==> src/rtl/moore1_pkg.sv <==
// Shared types and constants for the moore1 serial 1-0-0-1 detector.
package moore1_pkg;

  localparam int unsigned STATE_W = 3;
  localparam int unsigned CNT_W   = 8;
  localparam logic [3:0]  PATTERN = 4'b1001;

  typedef enum logic [STATE_W-1:0] {
    S_IDLE = 3'd0,
    S_1    = 3'd1,
    S_10   = 3'd2,
    S_100  = 3'd3,
    S_1001 = 3'd4
  } state_t;

endpackage

==> src/rtl/moore1_match_cnt.sv <==
// Saturating detection counter for moore1; increments on inc, holds at all-ones.
module moore1_match_cnt
  import moore1_pkg::*;
(
  input  logic             clk,
  input  logic             reset,
  input  logic             inc,
  output logic [CNT_W-1:0] count
);

  localparam logic [CNT_W-1:0] CNT_MAX = '1;

  always_ff @(posedge clk) begin
    if (reset) begin
      count <= '0;
    end else if (inc && (count != CNT_MAX)) begin
      count <= count + CNT_W'(1);
    end
  end

endmodule

==> src/rtl/moore1.sv <==
// Moore FSM detecting serial pattern 1-0-0-1 (oldest bit first), op high in S_1001.
// Optional saturating match counter enabled by macro MOORE1_MATCH_CNT_EN.
module moore1
  import moore1_pkg::*;
#(
  parameter int unsigned OVERLAP = 1
) (
  input  logic             clk,
  input  logic             reset,
  input  logic             ip,
  output logic             op
`ifdef MOORE1_MATCH_CNT_EN
  ,
  output logic [CNT_W-1:0] match_cnt
`endif
);

  state_t state;
  state_t state_n;

  // State register
  always_ff @(posedge clk) begin
    if (reset) begin
      state <= S_IDLE;
    end else begin
      state <= state_n;
    end
  end

  // Next-state and output decode; each state expects the next pattern bit
  always_comb begin
    state_n = S_IDLE;
    op      = 1'b0;
    case (state)
      S_IDLE: state_n = (ip == PATTERN[3]) ? S_1 : S_IDLE;
      S_1:    state_n = (ip == PATTERN[2]) ? S_10 : S_1;
      S_10:   state_n = (ip == PATTERN[1]) ? S_100 : S_1;
      S_100:  state_n = (ip == PATTERN[0]) ? S_1001 : S_IDLE;
      S_1001: begin
        op = 1'b1;
        if (ip) begin
          state_n = S_1;
        end else begin
          state_n = (OVERLAP != 0) ? S_10 : S_IDLE;
        end
      end
      default: state_n = S_IDLE;
    endcase
  end

`ifdef MOORE1_MATCH_CNT_EN
  logic inc;

  assign inc = (state_n == S_1001);

  moore1_match_cnt u_match_cnt (
    .clk   (clk),
    .reset (reset),
    .inc   (inc),
    .count (match_cnt)
  );
`endif

endmodule

==> config.mk <==
export PLATFORM = sky130hd
export DESIGN_NAME = moore1
export DESIGN_NICKNAME = d
export VERILOG_FILES = /design/src/rtl/moore1_pkg.sv /design/src/rtl/moore1_match_cnt.sv /design/src/rtl/moore1.sv
export SDC_FILE = /design/constraint.sdc
export NUM_CORES = 1
export LEC_CHECK = 0
export ABC_CLOCK_PERIOD_IN_PS = 800
export CAP_MARGIN = 20
export CORE_AREA = 2 2 39 41
export DETAILED_ROUTE_END_ITERATION = 8
export DIE_AREA = 0 0 41 43
export GPL_TIMING_DRIVEN = 0
export PLACE_DENSITY = 0.3
export SLEW_MARGIN = 20
export SYNTH_ARGS = -nofsm -noshare
export SYNTH_HDL_FRONTEND = slang
export SYNTH_SLANG_ARGS = --single-unit
==> constraint.sdc <==
create_clock -name clk -period 0.8 [get_ports clk]
set_clock_uncertainty 0.05 [all_clocks]
set_input_delay 0.12 -clock clk [delete_from_list [all_inputs] [get_ports clk]]
set_output_delay 0.12 -clock clk [all_outputs]
set_load 0.1 [all_outputs]
==> results.ini <==
[routing]
route.detailed.drc = 0
post_drt_wl_per_cell_um = 9.65
avgViaCountPerCell = 3.51
vias = 151
drt_wl_total_um = 415
dr.pass1.iters = 2
ant_nets = 0
drt_iter0_markers = 1

[layout]
final.fill_count = 144
ff_latch_area_um2 = 68.8
multi_input_area_um2 = 96.3
final_cells = 43
area_growth_syn_to_layout_pct = 124
layout-drive-gt1-share = 0.667
diodes = 0
largest_registers = state (3)
top_register = state
post-route-cell-area_um2 = 303
largest_reg_flops = 3
nets = 31

[logic_synthesis]
synth_seq_cells = 3
syn_area_um2 = 135
yosys_warnings = 0
syn_inst = 15
syn_area_per_cell_um2 = 9.01
yosysUniqueCellTypes = 11
ys_seq_area_frac = 0.444
synth_nets = 18

[sta]
worst-slew-pin-transition_ps = 200
drv_slew = 0
period_share = 1.50
max_freq_mhz = 836
finalHoldWorstSlack_ps = 237
setup_slack_ps = -396
tns_ps = -1110
rsz0062_at_grt = yes
fin_crit_ps = 1200
setup_viol = 4
slew-limit-headroom = 0.866
hold_viol_final = 0

[floorplanning]
io_pins = 4
rows = 14
start_util = 0.0976
die_area_um2 = 1760
core_um2 = 1380
fp.dieH_um = 43
die_w_um = 41

[power_and_ir_drop]
p_leak_nw = 0.122
ir_drop_mv = 0.589
power_density_nw_per_um2 = 1630

[cts]
cts_tree = yes
cts_root_buf = clkbuf_4
numCtsBuffers = 3
clkLatencyLatePin_ps = 230
cts.path.max_buffers = 2
cts_hold_repair.buffers = 0
cts.clk_slew.worst_paths_ps = 40
h-tree-depth = 1
cts.sink_count = 3

[worst_setup_path]
crit_arrival_ps = 1030
worstSetupStartpoint = state[1]
rr_startpoint = state[1]
path_class = register to primary output
path_max_fanout = 2
required_ps = 630
startpoint_type = register
end_kind = primary output

[global_route]
grt_usage = 0.0621
grt_pass1_wl_um = 634
grt_pass1_vias = 163
grt_max_degree = 5
grt_overflow_total = 0
antenna_found_initial = 0

[placed_design]
dp_cells = 34
io_buffer_count = 3
gp_congestion = 0.669
dpl.hpwl_um = 179
pre_cts_slack_ps = -1080
placed_area_um2 = 198

[hold_path]
min_path_type = input port to register
hp-start = ip

[run]
cap_violations = 0

[outcome]
violations = negative setup slack
outcome = complete, but fails checks

area by class of cell:
type	instances	share of cell area
Timing Repair Buffer	8	0.277
Sequential cell	3	0.227
Tap cell	16	0.0661
Clock buffer	4	0.0868
Multi-Input combinational cell	10	0.318
Inverter	2	0.0248
worst paths after layout:
| kind | to | slack [ps] | cells past startpoint |
|---|---|---|---|
| setup / recovery | op | -400 | 2 |
| hold / removal | state[1] | 240 | 2 |
| setup reg to reg | state[1] | -290 | 5 |
| hold reg to reg | state[2] | 490 | 2 |
cells in the mapped netlist:
master   count  area (µm²)
xor2_1       1        8.76
dfxtp_1      3        60.1
nor4_1       1        6.26
inv_1        2        7.51
a21oi_1      1        5.00
a31oi_1      1        6.26
nor3b_2      1        12.5
nor2_1       1        3.75
nor3_2       1        10.0
nor3b_1      1        7.51
nand2_1      2        7.51
per-layer routing:
layer,vias up,share of wire,track usage
met5,-,0,0
met4,0,0,0.100
met3,0,0.041,0.0157
met2,4,0.53,0.0781
met1,71,0.43,0.0607
li1,76,-,-
stage by stage:
step	power (W)	util
floorplan	0.000190	-
global placement	0.000207	0.143
detailed placement	0.000207	0.143
CTS	0.000496	0.199
global route	0.000528	0.219
finish	0.000493	0.219
cell families after synthesis:
| family | after synthesis | share of synthesized area |
|---|---|---|
| and+or+nand+nor | 7 | 0.352 |
| DFF | 3 | 0.444 |
| xor gates and xnor gates | 1 | 0.0648 |
| buffers and inverters | 2 | 0.0556 |
| AOI/OAI and AO/OA | 2 | 0.0833 |
cells in the final DEF, fill, tap and decap left out:
cell type	Yosys	layout
xor2_1	1	1
buf_4	0	3
inv_1	2	2
nor2_1	1	1
buf_6	0	2
buf_12	0	1
dfxtp_2	0	1
dlygate4sd2_1	0	1
nor3b_2	1	1
nor3_2	1	1
nor3b_4	0	1
clkdlybuf4s50_1	0	1
nand2_4	0	1
a21oi_2	0	1
a31oi_1	1	1
clkbuf_4	0	3
dfxtp_4	0	2
nand2_1	2	1
nor4_2	0	1
clkbuf_1	0	1
report_power, final:
group          switching, W  total (W)  internal (W)
Sequential       0.00000730   0.000161      0.000154
Combinational     0.0000303  0.0000645     0.0000342
Clock             0.0000803   0.000267      0.000187
worst max-delay path: stages, from the launching register on:
cell     delay, ps
dfxtp_4        340
nor3b_4        240
buf_12         210
timing repair:
item	in CTS	in global routing
setup buffers	4	1
endpoints found under the setup margin	4	4
resized for setup	15	4
endpoints found under the hold margin	0	0
pin swaps	3	1
(Power assumes the default switching activity.)
